--- config.mk ---
export PLATFORM = sky130hd
export DESIGN_NAME = ov7670_config_seq
export DESIGN_NICKNAME = d
export VERILOG_FILES = /design/src/rtl/ov7670_pkg.sv /design/src/rtl/ov7670_delay_timer.sv /design/src/rtl/ov7670_config_seq.sv
export SDC_FILE = /design/constraint.sdc
export NUM_CORES = 1
export LEC_CHECK = 0
export ABC_CLOCK_PERIOD_IN_PS = 3340
export BUFFER_PORTS_ARGS = -buffer_cell sky130_fd_sc_hd__buf_2
export CAP_MARGIN = 40
export CORE_MARGIN = 2
export CORE_UTILIZATION = 48
export CTS_BUF_LIST = sky130_fd_sc_hd__clkbuf_16
export CTS_CLUSTER_DIAMETER = 50
export DETAILED_ROUTE_END_ITERATION = 10
export PLACE_DENSITY = 0.71
export RECOVER_POWER = 50
export REMOVE_ABC_BUFFERS = 1
export SLEW_MARGIN = 5
export SYNTH_ARGS = -nofsm -noshare
export SYNTH_HDL_FRONTEND = slang
export SYNTH_SLANG_ARGS = --single-unit
--- constraint.sdc ---
create_clock -name clk -period 3.34 [get_ports clk]
set_input_delay 0.668 -clock clk [delete_from_list [all_inputs] [get_ports clk]]
set_output_delay 0.668 -clock clk [all_outputs]
set_load 0.05 [all_outputs]
--- src/rtl/ov7670_pkg.sv ---
// ov7670_pkg
// Shared definitions for the OV7670 register-configuration sequencer:
//   CFG_END    - reserved ROM word that terminates the table
//   CFG_DELAY  - reserved ROM word that requests a timed wait
//   MAX_RETRY  - NACK retries allowed per entry when retries are built
//   cfg_state_t - sequencer FSM state encoding
package ov7670_pkg;

    localparam logic [15:0] CFG_END   = 16'hFFFF;
    localparam logic [15:0] CFG_DELAY = 16'hFFF0;
    localparam int unsigned MAX_RETRY = 3;

    typedef enum logic [2:0] {
        StIdle,
        StFetch,
        StDecode,
        StSend,
        StWait,
        StDelay,
        StFin,
        StErr
    } cfg_state_t;

endpackage

--- src/rtl/ov7670_delay_timer.sv ---
// ov7670_delay_timer
// Loadable down-counter used for the timed-delay ROM entries.
// Ports:
//   clk     - clock, rising edge
//   rst     - synchronous active-high reset (counter cleared to 0)
//   load    - load the counter with `count` this cycle
//   count   - value loaded on `load`
//   expired - counter is at 0
// The counter decrements every cycle it is not loaded and saturates at 0.
module ov7670_delay_timer #(
    parameter int unsigned W = 8
) (
    input  logic         clk,
    input  logic         rst,
    input  logic         load,
    input  logic [W-1:0] count,
    output logic         expired
);

    logic [W-1:0] cnt_q;
    logic [W-1:0] cnt_d;

    always_comb begin
        cnt_d = cnt_q;
        if (load) begin
            cnt_d = count;
        end else if (cnt_q != '0) begin
            cnt_d = cnt_q - W'(1);
        end
    end

    always_ff @(posedge clk) begin
        if (rst) begin
            cnt_q <= '0;
        end else begin
            cnt_q <= cnt_d;
        end
    end

    assign expired = (cnt_q == '0);

endmodule

--- src/rtl/ov7670_config_seq.sv ---
// ov7670_config_seq
// Walks the OV7670 configuration ROM and issues one SCCB register write per
// entry over a valid/ready request port. Two ROM words are reserved:
// CFG_END stops the pass, CFG_DELAY waits DELAY_MS milliseconds.
//
// Parameters:
//   CLK_FREQ_HZ - clk frequency, used to size the delay wait
//   DELAY_MS    - wait length of a delay entry
//   DEPTH       - number of ROM entries (ADDRW = $clog2(DEPTH))
// Ports:
//   clk, rst             - clock and synchronous active-high reset
//   start                - pulse that begins a pass (ignored while busy)
//   rom_addr / rom_data  - synchronous ROM, data one cycle after address
//   sccb_valid/ready     - write request handshake to the SCCB master
//   sccb_reg / sccb_val  - register address / value of the request
//   sccb_done/sccb_nack  - end-of-transaction pulse, NACK qualified by done
//   busy / done / error  - pass status; done and error are sticky
//
// Build option: define OV7670_CFG_RETRY_EN to retry a NACKed write up to
// MAX_RETRY times before aborting; otherwise the first NACK aborts the pass.
module ov7670_config_seq
    import ov7670_pkg::*;
#(
    parameter int unsigned CLK_FREQ_HZ = 25_000_000,
    parameter int unsigned DELAY_MS    = 10,
    parameter int unsigned DEPTH       = 256,
    localparam int unsigned ADDRW      = $clog2(DEPTH)
) (
    input  logic             clk,
    input  logic             rst,
    input  logic             start,
    output logic [ADDRW-1:0] rom_addr,
    input  logic [15:0]      rom_data,
    output logic             sccb_valid,
    input  logic             sccb_ready,
    output logic [7:0]       sccb_reg,
    output logic [7:0]       sccb_val,
    input  logic             sccb_done,
    input  logic             sccb_nack,
    output logic             busy,
    output logic             done,
    output logic             error
);

    // Delay entry spends DELAY_CYC cycles in StDelay (counter N-1 .. 0).
    localparam int unsigned DELAY_CYC = CLK_FREQ_HZ / 1000 * DELAY_MS;
    localparam int unsigned CNTW      = (DELAY_CYC > 1) ? $clog2(DELAY_CYC) : 1;
    localparam logic [CNTW-1:0]  DELAY_LOAD = CNTW'(DELAY_CYC - 1);
    localparam logic [ADDRW-1:0] LAST_ADDR  = ADDRW'(DEPTH - 1);

    cfg_state_t       state_q, state_d;
    logic [ADDRW-1:0] rom_addr_q, rom_addr_d;
    logic [7:0]       reg_q, reg_d;
    logic [7:0]       val_q, val_d;
    logic             valid_q, valid_d;
    logic             busy_q, busy_d;
    logic             done_q, done_d;
    logic             error_q, error_d;

    logic             tmr_load;
    logic             tmr_expired;
    logic             advance;

`ifdef OV7670_CFG_RETRY_EN
    logic [1:0]       retry_q, retry_d;
`endif

    ov7670_delay_timer #(
        .W(CNTW)
    ) u_delay_timer (
        .clk    (clk),
        .rst    (rst),
        .load   (tmr_load),
        .count  (DELAY_LOAD),
        .expired(tmr_expired)
    );

    always_comb begin
        state_d    = state_q;
        rom_addr_d = rom_addr_q;
        reg_d      = reg_q;
        val_d      = val_q;
        valid_d    = valid_q;
        busy_d     = busy_q;
        done_d     = done_q;
        error_d    = error_q;
        tmr_load   = 1'b0;
        advance    = 1'b0;
`ifdef OV7670_CFG_RETRY_EN
        retry_d    = retry_q;
`endif

        unique case (state_q)
            StIdle: begin
                if (start) begin
                    rom_addr_d = '0;
                    done_d     = 1'b0;
                    error_d    = 1'b0;
                    busy_d     = 1'b1;
`ifdef OV7670_CFG_RETRY_EN
                    retry_d    = '0;
`endif
                    state_d    = StFetch;
                end
            end

            // Address held one cycle so the ROM registers the word.
            StFetch: begin
                state_d = StDecode;
            end

            StDecode: begin
                if (rom_data == CFG_END) begin
                    state_d = StFin;
                end else if (rom_data == CFG_DELAY) begin
                    tmr_load = 1'b1;
                    state_d  = StDelay;
                end else begin
                    reg_d   = rom_data[15:8];
                    val_d   = rom_data[7:0];
                    valid_d = 1'b1;
                    state_d = StSend;
                end
            end

            // reg/val only change in StDecode, so they hold while stalled.
            StSend: begin
                if (sccb_ready) begin
                    valid_d = 1'b0;
                    state_d = StWait;
                end
            end

            StWait: begin
                if (sccb_done) begin
                    if (!sccb_nack) begin
                        advance = 1'b1;
                    end else begin
`ifdef OV7670_CFG_RETRY_EN
                        if (retry_q == 2'(MAX_RETRY)) begin
                            state_d = StErr;
                        end else begin
                            retry_d = retry_q + 2'd1;
                            valid_d = 1'b1;
                            state_d = StSend;
                        end
`else
                        state_d = StErr;
`endif
                    end
                end
            end

            StDelay: begin
                if (tmr_expired) begin
                    advance = 1'b1;
                end
            end

            StFin: begin
                busy_d  = 1'b0;
                state_d = StIdle;
            end

            StErr: begin
                busy_d  = 1'b0;
                state_d = StIdle;
            end

            default: begin
                state_d = StIdle;
            end
        endcase

        // No wrap at the end of the ROM: a table without CFG_END still ends.
        if (advance) begin
`ifdef OV7670_CFG_RETRY_EN
            retry_d = '0;
`endif
            if (rom_addr_q == LAST_ADDR) begin
                state_d = StFin;
            end else begin
                rom_addr_d = rom_addr_q + ADDRW'(1);
                state_d    = StFetch;
            end
        end

        // Status flags are visible in the FIN/ERR cycle itself.
        if (state_d == StFin) begin
            done_d = 1'b1;
        end
        if (state_d == StErr) begin
            error_d = 1'b1;
        end
    end

    always_ff @(posedge clk) begin
        if (rst) begin
            state_q    <= StIdle;
            rom_addr_q <= '0;
            reg_q      <= '0;
            val_q      <= '0;
            valid_q    <= 1'b0;
            busy_q     <= 1'b0;
            done_q     <= 1'b0;
            error_q    <= 1'b0;
        end else begin
            state_q    <= state_d;
            rom_addr_q <= rom_addr_d;
            reg_q      <= reg_d;
            val_q      <= val_d;
            valid_q    <= valid_d;
            busy_q     <= busy_d;
            done_q     <= done_d;
            error_q    <= error_d;
        end
    end

`ifdef OV7670_CFG_RETRY_EN
    always_ff @(posedge clk) begin
        if (rst) begin
            retry_q <= '0;
        end else begin
            retry_q <= retry_d;
        end
    end
`endif

    assign rom_addr   = rom_addr_q;
    assign sccb_valid = valid_q;
    assign sccb_reg   = reg_q;
    assign sccb_val   = val_q;
    assign busy       = busy_q;
    assign done       = done_q;
    assign error      = error_q;

endmodule

==> results.md <==
- Critical Path Start Type: input port
- Max_cap viols: 0
- Post_cts resized: 0
- Simple-gate area share of the yosys netlist: 25.89%
- Yosys cell types: 58
- LEAKAGE: 1.045 nW
- Total GRT Usage: 19.10%
- Multi-input gate area: 1336 um^2
- PD cells: 767.8 nW/um^2
- Largest net degree at the start of global routing: 31
- Largest family of logic cells by synthesized area: simple AND/OR/NAND/NOR gates
- Die ar.: 5650 um^2
- Synth Area in Adders: 1.544%
- Initial core utilization: 50.47%
- Clock-pin slew on the worst setup and hold paths: 0.06 ns
- Int Pwr: 1.381 mW
- Register area: 980.9 um^2
- Chip height: 75.17 um
- Die Wd: 75.17 um
- Residual DRC: 0
- Count of yosys warnings during synthesis: 0
- Cell Area, Synth: 2431 um^2
- Total grt overflow: 0
- Synth Flop Type: dfxtp_1
- Setup WS pre-CTS: 0.7364 ns
- Maximum root-to-sink buffer count: 2
- Clk root buf: clkbuf_16
- Post-synthesis compound-gate area fraction: 15.75%
- Ant diodes: 0
- Setup-failing EPs final: 0
- Setup TNS: 0 ns
- Synth Register Bits: 49
- Synth Area in XOR/XNOR: 3.242%
- Vias in the first global route: 1,823
- DRT iter0 DRCs: 87
- Worst setup margin: 1.038 ns
- Share of the synthesized area in the top cell type: 40.35%
- IO buf count: 49
- Core Area: 4817 um^2
- Total wire length: 5.044 mm
- Mapped Avg Cell Area: 9.423 um^2
- Final net count: 330
- Layout cells sized above 1: 17.05%
- Most frequent cells in the layout: dfxtp_1, nor2_1, clkbuf_1
- Sequential share of power: 36.3%
- Status: finished clean
- Slew Viols, Final: 0
- Vias per cell: 5.519
- Critical Path Sink Type: flip-flop
- Area Overhead vs Synth: 16.11%
- Final ANT Viol Nets: 0
- F_max: 434.3 MHz
- TritonRoute pass-1 iters: 4
- Max FFs per register: 18
- Clock Sinks: 49
- Asr flop ratio synth: 0%
- Final Power: 2.167 mW
- HPWL after DPL: 3.605 mm
- Synth area leader: dfxtp_1
- Worst IR Drop VDD: 441.4 uV
- Worst path required time: 3.50 ns
- Total CTS buffers: 5
- Final period utilization: 68.93%
- Worst Clk Skew: 0.006203 ns
- Worst hold path type: reg2reg
- TritonCTS clock tree: built
- Number of fill cells: 465
- Gpl congestion: 0.8354
- Most common cell after layout, fill and taps aside: dfxtp_1
- Cts hold-fix bufs: 0
- Actual slew at the worst max-slew pin: 0.7876 ns
- Register area share after synthesis: 40.35%
- Post-synthesis mux area share: 8.543%
- Max_slew headroom: 47.17%
- Largest Register: u_delay_timer.cnt_q
- Io pins: 50
- Sw Pwr: 0.7863 mW
- Arr. time, crit path: 2.47 ns
- Core Rows: 25
- Worst skew pair latency: 0.29 ns
- H-tree depth: 2
- Unrepaired setup endpoints after global routing: false
- Cell count after synthesis: 258
- First-pass GRT wire length: 8.293 mm
- Final Hold Fails: 0
- Clock network power share: 25.7%
- Initial antenna violation count: 0
- Setup bufs post-CTS: 0
- Switching share of total power: 36.28%
- Comb power frac: 38.0%
- Crit-path max FO: 11
- CP Class: in2reg
- Synth top area cells: dfxtp_1, mux2i_1, nor2_1
- Final Critical Period: 2.302 ns
- WL per Instance: 13.56 um
- Number of synthesized flops with an enable pin: 0
- Vias: 2,053
-- layer usage --
layer  GRT usage, %  share of wire (%)  up-vias
li1               -                  -     1048
met1          24.79                 48      944
met2          30.02                 44       54
met3          6.024                6.0        7
met4          6.823                1.5        0
met5              0                  0        -
-- power by group through the flow --
stage / logic (mW) / clock network, mW / registers, mW
finish: 0.823 / 0.558 / 0.787
global route: 0.917 / 0.591 / 0.805
CTS: 0.832 / 0.569 / 0.786
detailed placement: 0.823 / 0 / 0.796
global placement: 0.802 / 0 / 0.793
floorplan: 0.581 / 0 / 0.842
-- logic make-up (layout without fill, tap and decap cells) --
group | after synthesis | count (layout)
AND/OR/NAND/NOR | 108 | 108
AO/OA/AOI/OAI | 51 | 51
flip-flops | 49 | 49
multiplexers | 20 | 20
buffers and inverters | 18 | 65
XOR/XNOR | 9 | 9
adder cells (fa/ha/maj) | 3 | 3
-- area by class of cell --
cell class,count,area share (%)
clock buffers,5,4.433
clock inverters,2,1.241
inverters,5,0.6649
multi-input cells,191,47.34
flip-flops and latches,49,34.75
well taps,67,2.970
repair buffers,53,8.599
-- cells in the mapped netlist, drive strengths merged, types with 4 or more instances --
cell type / n
mux2i: 17
o31ai: 6
nor2: 35
nor3: 7
or4: 6
nand3: 6
inv: 5
o21ai: 4
dfxtp: 49
a31oi: 7
o211ai: 5
nor2b: 4
nand4: 7
clkbuf: 6
nor4: 7
xor2: 6
buf: 7
nand2: 10
nand2b: 8
a21oi: 14
-- final timing paths --
path	startpoint	to	slack, ns	depth (start not counted)
setup / recovery	rom_data[0]	u_delay_timer.cnt_q[9]	1.04	6
hold reg to reg	error	error	0.46	2
hold / removal	error	error	0.46	2
setup reg to reg	rom_addr[0]	rom_addr[0]	1.11	6
-- worst max-delay path, cell delays in order --
cell	delay, ns
clkbuf_1	0.09
or4_1	0.57
nor4_1	0.35
nand2_1	0.34
nand2b_1	0.35
nor2_1	0.09
-- stage by stage --
stage	area, um^2	utilization, %	std cells	hold WS [ns]
2_1_floorplan	2336	-	245	0.4569
3_3_place_gp	2688	55.79	364	0.4433
3_5_place_dp	2699	56.03	365	0.4477
4_1_cts	2859	59.35	372	0.4569
5_1_grt	2823	58.60	372	0.4812
6_report	2823	58.60	372	0.4584
No activity file was read; power rests on OpenSTA's default activity.
